### src/rtl/eight_bit_sequencer_pkg.sv
// Shared opcodes, instruction field positions and state encoding for the sequencer.
// SEQ_STEP_EN adds the STALL state used by single-step execution.
package eight_bit_sequencer_pkg;

  localparam int OP_MSB = 7;
  localparam int OP_LSB = 4;
  localparam int RD_MSB = 3;
  localparam int RD_LSB = 2;
  localparam int RS_MSB = 1;
  localparam int RS_LSB = 0;

  localparam logic [3:0] OPC_MOV  = 4'b1000;
  localparam logic [3:0] OPC_LDI  = 4'b1001;
  localparam logic [3:0] OPC_OUT  = 4'b1011;
  localparam logic [3:0] OPC_HALT = 4'b1111;

`ifdef SEQ_STEP_EN
  typedef enum logic [3:0] {
    S_IDLE,
    S_FETCH,
    S_DECODE,
    S_EXEC,
    S_WAIT_ALU,
    S_FETCH_IMM,
    S_WRITEBACK,
    S_HALT,
    S_STALL
  } state_t;
`else
  typedef enum logic [3:0] {
    S_IDLE,
    S_FETCH,
    S_DECODE,
    S_EXEC,
    S_WAIT_ALU,
    S_FETCH_IMM,
    S_WRITEBACK,
    S_HALT
  } state_t;
`endif

  function automatic logic [3:0] opc_f(input logic [7:0] ins);
    return ins[OP_MSB:OP_LSB];
  endfunction

  function automatic logic [1:0] rd_f(input logic [7:0] ins);
    return ins[RD_MSB:RD_LSB];
  endfunction

  function automatic logic [1:0] rs_f(input logic [7:0] ins);
    return ins[RS_MSB:RS_LSB];
  endfunction

  // Opcodes 0000-0111 are all dispatched to the external ALU.
  function automatic logic is_alu(input logic [3:0] op);
    return ~op[3];
  endfunction

endpackage

### src/rtl/eight_bit_reg_file.sv
// 4 x 8 register file: two combinational read ports, one synchronous write port.
// Reads see the pre-write value during a same-cycle write.
module eight_bit_reg_file (
  input  logic       clk,
  input  logic       reset,
  input  logic       we,
  input  logic [1:0] waddr,
  input  logic [7:0] wdata,
  input  logic [1:0] raddr_a,
  output logic [7:0] rdata_a,
  input  logic [1:0] raddr_b,
  output logic [7:0] rdata_b
);

  logic [7:0] regs [4];

  // Clear on reset, otherwise write one entry when enabled.
  always_ff @(posedge clk) begin
    if (reset) begin
      for (int i = 0; i < 4; i++) regs[i] <= '0;
    end else if (we) begin
      regs[waddr] <= wdata;
    end
  end

  assign rdata_a = regs[raddr_a];
  assign rdata_b = regs[raddr_b];

endmodule

### src/rtl/eight_bit_sequencer.sv
// Fetch/decode/execute sequencer for a 4-register 8-bit core with external ALU.
// Define SEQ_STEP_EN to add the step input and a STALL state after each instruction.
module eight_bit_sequencer
  import eight_bit_sequencer_pkg::*;
#(
  parameter logic [7:0] PC_START    = 8'h00,
  parameter int         ALU_TIMEOUT = 15
) (
  input  logic       clk,
  input  logic       reset,
  input  logic       start,
`ifdef SEQ_STEP_EN
  input  logic       step,
`endif
  output logic       imem_req,
  output logic [7:0] imem_addr,
  input  logic       imem_valid,
  input  logic [7:0] imem_data,
  output logic [3:0] alu_op,
  output logic [7:0] alu_a,
  output logic [7:0] alu_b,
  output logic       alu_start,
  input  logic       alu_done,
  input  logic [7:0] alu_result,
  output logic [7:0] out_data,
  output logic       out_valid,
  output logic       busy,
  output logic       halted,
  output logic       error
);

  localparam int TW = $clog2(ALU_TIMEOUT + 1);

  state_t        state;
  state_t        nxt;
  state_t        resume;
  logic [7:0]    pc;
  logic [7:0]    instr;
  logic [7:0]    wb_data;
  logic [TW-1:0] tcnt;
  logic          err_q;

  logic [3:0] op;
  logic [1:0] rd;
  logic [1:0] rs;
  logic [7:0] rdata_a;
  logic [7:0] rdata_b;
  logic       op_alu;
  logic       op_mov;
  logic       op_ldi;
  logic       op_out;
  logic       op_halt;
  logic       op_ill;
  logic       timeout;
  logic       alu_win;

  assign op      = opc_f(instr);
  assign rd      = rd_f(instr);
  assign rs      = rs_f(instr);
  assign op_alu  = is_alu(op);
  assign op_mov  = (op == OPC_MOV);
  assign op_ldi  = (op == OPC_LDI);
  assign op_out  = (op == OPC_OUT);
  assign op_halt = (op == OPC_HALT);
  assign op_ill  = ~(op_alu | op_mov | op_ldi | op_out | op_halt);
  assign timeout = (tcnt == TW'(ALU_TIMEOUT - 1));

`ifdef SEQ_STEP_EN
  assign resume = S_STALL;
`else
  assign resume = S_FETCH;
`endif

  eight_bit_reg_file u_rf (
    .clk     (clk),
    .reset   (reset),
    .we      (state == S_WRITEBACK),
    .waddr   (rd),
    .wdata   (wb_data),
    .raddr_a (rd),
    .rdata_a (rdata_a),
    .raddr_b (rs),
    .rdata_b (rdata_b)
  );

  // State register.
  always_ff @(posedge clk) begin
    if (reset) state <= S_IDLE;
    else       state <= nxt;
  end

  // Next-state selection.
  always_comb begin
    nxt = state;
    case (state)
      S_IDLE:      if (start) nxt = S_FETCH;
      S_FETCH:     if (imem_valid) nxt = S_DECODE;
      S_DECODE:    nxt = S_EXEC;
      S_EXEC: begin
        unique case (1'b1)
          op_alu:  nxt = S_WAIT_ALU;
          op_mov:  nxt = S_WRITEBACK;
          op_ldi:  nxt = S_FETCH_IMM;
          op_out:  nxt = resume;
          default: nxt = S_HALT;
        endcase
      end
      S_WAIT_ALU: begin
        if (alu_done)     nxt = S_WRITEBACK;
        else if (timeout) nxt = S_HALT;
      end
      S_FETCH_IMM: if (imem_valid) nxt = S_WRITEBACK;
      S_WRITEBACK: nxt = resume;
      S_HALT:      if (start) nxt = S_FETCH;
`ifdef SEQ_STEP_EN
      S_STALL:     if (step) nxt = S_FETCH;
`endif
      default:     nxt = S_IDLE;
    endcase
  end

  // PC, instruction, write-back data, ALU wait counter and sticky error.
  always_ff @(posedge clk) begin
    if (reset) begin
      pc      <= PC_START;
      instr   <= '0;
      wb_data <= '0;
      tcnt    <= '0;
      err_q   <= 1'b0;
    end else begin
      case (state)
        S_IDLE: begin
          if (start) pc <= PC_START;
        end
        S_HALT: begin
          if (start) begin
            pc    <= PC_START;
            err_q <= 1'b0;
          end
        end
        S_FETCH: begin
          if (imem_valid) begin
            instr <= imem_data;
            pc    <= pc + 8'd1;
          end
        end
        S_FETCH_IMM: begin
          if (imem_valid) begin
            wb_data <= imem_data;
            pc      <= pc + 8'd1;
          end
        end
        S_EXEC: begin
          tcnt <= '0;
          if (op_mov) wb_data <= rdata_b;
          if (op_ill) err_q <= 1'b1;
        end
        S_WAIT_ALU: begin
          if (alu_done)     wb_data <= alu_result;
          else if (timeout) err_q   <= 1'b1;
          else              tcnt    <= tcnt + TW'(1);
        end
        default: ;
      endcase
    end
  end

  // ALU operands are presented from launch through the wait.
  assign alu_win   = (state == S_WAIT_ALU) |
                     ((state == S_EXEC) & op_alu);
  assign alu_start = (state == S_EXEC) & op_alu;
  assign alu_op    = alu_win ? op      : 4'h0;
  assign alu_a     = alu_win ? rdata_a : 8'h00;
  assign alu_b     = alu_win ? rdata_b : 8'h00;

  assign imem_req  = (state == S_FETCH) | (state == S_FETCH_IMM);
  assign imem_addr = imem_req ? pc : 8'h00;

  assign out_valid = (state == S_EXEC) & op_out;
  assign out_data  = out_valid ? rdata_a : 8'h00;

  assign busy   = (state != S_IDLE) & (state != S_HALT);
  assign halted = (state == S_HALT);
  assign error  = err_q;

endmodule
### config.mk
export PLATFORM = sky130hd
export DESIGN_NAME = eight_bit_sequencer
export DESIGN_NICKNAME = d
export VERILOG_FILES = /design/src/rtl/eight_bit_sequencer_pkg.sv /design/src/rtl/eight_bit_reg_file.sv /design/src/rtl/eight_bit_sequencer.sv
export SDC_FILE = /design/constraint.sdc
export NUM_CORES = 1
export LEC_CHECK = 0
export ABC_AREA = 0
export ABC_CLOCK_PERIOD_IN_PS = 4900
export CORE_MARGIN = 3
export CORE_UTILIZATION = 30
export DETAILED_ROUTE_END_ITERATION = 16
export GPL_ROUTABILITY_DRIVEN = 0
export RECOVER_POWER = 25
export SLEW_MARGIN = 20
export SYNTH_ARGS = -nofsm -noshare
export SYNTH_HDL_FRONTEND = slang
export SYNTH_SLANG_ARGS = --single-unit
### constraint.sdc
create_clock -name clk -period 4.9 [get_ports clk]
set_input_delay 0.98 -clock clk [delete_from_list [all_inputs] [get_ports clk]]
set_output_delay 0.98 -clock clk [all_outputs]
set_load 0.01 [all_outputs]
==> impl_metrics.yaml <==
outcome:
  status: "completed"
clock_tree:
  cts_max_level: 3
  clock_path_buffers: 2
  hold_buffers: 0
  ctsResizeCount: 0
  path_clk_slew_ps: 50
  numCtsBuffers: 9
  root_buffer: "clkbuf_16"
  cts_sinks: 68
  post-cts-setup-buffers: 0
  cts_tree: "yes"
  clk_latency_ps: 320
logic_synthesis:
  synthArstFlopShare: 0
  yosysUniqueCellTypes: 49
  synthTopCellsByCount: "52 x and2_1, 36 x dfxtp_1, 32 x edfxtp_1, 24 x nor2b_1, 17 x nor2_1"
  ys_seq_area_frac: 0.4358
  synth_mux_area_frac: 0.1612
  yosys.area_share.simple: 0.2497
  synth_top_family_by_area: "simple AND/OR/NAND/NOR gates"
  synth-compound-area-share: 0.09630
  synth_top_area_frac: 0.2490
  synth.avg_cell_area_um2: 10.66
  synth_top_area_cell: "edfxtp_1"
  postSynthCellCount: 362
  synthTopCellsByArea: "edfxtp_1 25%, dfxtp_1 19%, mux4_2 9.3%, and2_1 8.4%, mux2i_1 4.2%"
  synth_seq_cells: 68
  synth_edf_count: 32
  synth_adder_area_share: 0.009728
  synth_nets: 386
  synth_xor_area_frac: 0.004540
  netlist_area_mm2: 0.003859
  synth_most_common_cell: "and2_1"
  ys_warn_count: 0
  synth-main-ff-cell: "dfxtp_1"
pwr:
  total_power_mw: 1.776
  p_per_area_mw_per_mm2: 366.0
  p_leak_nw: 1.649
  ir_drop_uv: 184.8
floorplanning:
  start_util: 0.3134
  num_io_pins: 63
  rows: 40
  die_area_mm2: 0.01426
  die_h_um: 119.4
  core_area_mm2: 0.01231
  die_x_um: 119.4
worst_setup_path:
  cp.required_ps: 3920
  cpLargestDelayFamily: "simple AND/OR/NAND/NOR gates"
  crit_path_start_kind: "flip-flop"
  critPathBufInv: 2
  startpoint: "state[2]"
  timing.critical_path.cells: "or3b_1 -> nor2b_1 -> buf_4 -> nor2b_1 -> clkdlybuf4s50_1"
  timing.rr.start: "state[2]"
  cpMostUsedCell: "nor2b_1"
  path_class: "reg2out"
  critPathMaxFanout: 27
  cpMaxStageDelayCell: "dfxtp_1"
  end_kind: "primary output"
  slowest_delay_ps: 820
  worst_ep_arrival_time_ps: 3050
route:
  first_pass_iters: 4
  drtIter0Drc: 154
  totalWireLength_um: 10340
  vias: 2984
  route.detailed.drc: 0
  drtAntennaViolNets: 0
  vias_per_cell: 5.118
  wire_per_inst_um: 17.73
timing:
  max_slew_margin: 0.1726
  finalSetupTns_ps: 0
  hold_viol: 0
  drv_slew: 0
  timing.fmax_mhz: 247.9
  rsz0062_at_grt: "false"
  tightest_slew_ps: 1228
  period_minus_slack_ps: 4033
  post-route-period-util: 0.8231
  setup_viol: 0
  fin_skew_ps: 6.861
layout:
  n_antenna_cell: 0
  drive_above_1_share: 0.1157
  finalNetCount: 434
  area_growth_pct: 25.75
placement:
  post-dp-hpwl_um: 7402
  port_buffers: 62
hold_path:
  worstHoldStart: "error"
  hp-class: "reg2reg"
global_route:
  grt-ovfl-total: 0
  grt_use_total: 0.1455
  grt_pass1_wl_um: 16260
  antenna_found_initial: 0
  grt_pass1_vias: 2965
  grt_start_max_net_pins: 35
job:
  max_cap_violations: 0
## final cells by class
type	count	area, um2
Clock buffer	10	229.0
Sequential cell	68	1682
Tap cell	168	210.2
Fill cell	1250	7460
Clock inverter	6	56.30
Inverter	5	18.77
Timing Repair Buffer	66	646.9
Multi-Input combinational cell	260	2009
## per-stage QoR
stage / std cells / hold WS, ps / setup WS, ps / instance area, um2 / util
after floorplan: 362 / 461.6 / 2383 / 3859 / -
after global placement: 567 / 456.9 / 1371 / 4578 / 0.3719
after detailed placement: 567 / 460.5 / 1329 / 4578 / 0.3719
after CTS: 583 / 473.1 / 975.4 / 4863 / 0.3950
after global routing: 583 / 502.1 / 667.6 / 4852 / 0.3941
final: 583 / 460.1 / 866.8 / 4852 / 0.3941
## report_power, final
part           internal [mW]  switching (mW)  total [mW]
sequential             0.634          0.0809       0.715
combinational          0.212           0.230       0.442
clock                  0.389           0.230       0.619
total                   1.24           0.540        1.78
## flip-flops by register name, summed over array words and instances (netlist names), named ones only
register   cells
u_rf.regs     32
error          1
pc             8
instr          8
wb_data        8
state          3
tcnt           4
## per-layer routing
layer / wire length, um / GRT usage / part of all wire / vias up
met2: 5164 / 0.2522 / 0.50 / 78
met3: 455 / 0.01899 / 0.044 / 13
met5: 0 / 0 / 0 / -
met1: 4600 / 0.1882 / 0.44 / 1467
met4: 118 / 0.04653 / 0.011 / 0
li1: - / - / - / 1426
## cells by family after synthesis
kind of cell,count (synthesis)
xor+xnor,2
buf+inv,34
mux,41
compound gates,54
simple gates,160
fa+ha+maj,3
flops,68
## worst paths after layout
check                           slack (ps)         endpoint  depth (start not counted)
worst max-delay path                   870        alu_op[1]                          5
worst min-delay path                   460            error                          1
worst max register to register        1960  u_rf.regs[0][0]                          4
worst min register to register         460            error                          1
## cells in the final DEF, fill, tap and decap left out, types with 2 or more instances in the layout
| master | instances |
|---|---|
| clkdlybuf4s50_1 | 60 |
| and2_1 | 48 |
| dfxtp_1 | 36 |
| edfxtp_1 | 32 |
| nor2b_1 | 24 |
| nor2_1 | 17 |
| mux4_2 | 16 |
| mux2i_1 | 16 |
| nor3_1 | 14 |
| o21ai_0 | 14 |
| a21oi_1 | 11 |
| and3_1 | 10 |
| nand2_1 | 10 |
| clkbuf_16 | 9 |
| mux2_2 | 8 |
| or3_1 | 8 |
| o32a_1 | 8 |
| a211oi_1 | 8 |
| and3b_1 | 5 |
| inv_1 | 5 |
| nand3_1 | 5 |
| and2_0 | 4 |
| or2_2 | 3 |
| o21a_1 | 3 |
| ha_1 | 3 |
| clkinv_2 | 3 |
| buf_4 | 3 |
| nand2b_1 | 2 |
| nor4_1 | 2 |
| o211ai_1 | 2 |
| a32o_1 | 2 |
| clkbuf_1 | 2 |
| dlygate4sd3_1 | 2 |
Power figures use the tool's default switching activity.
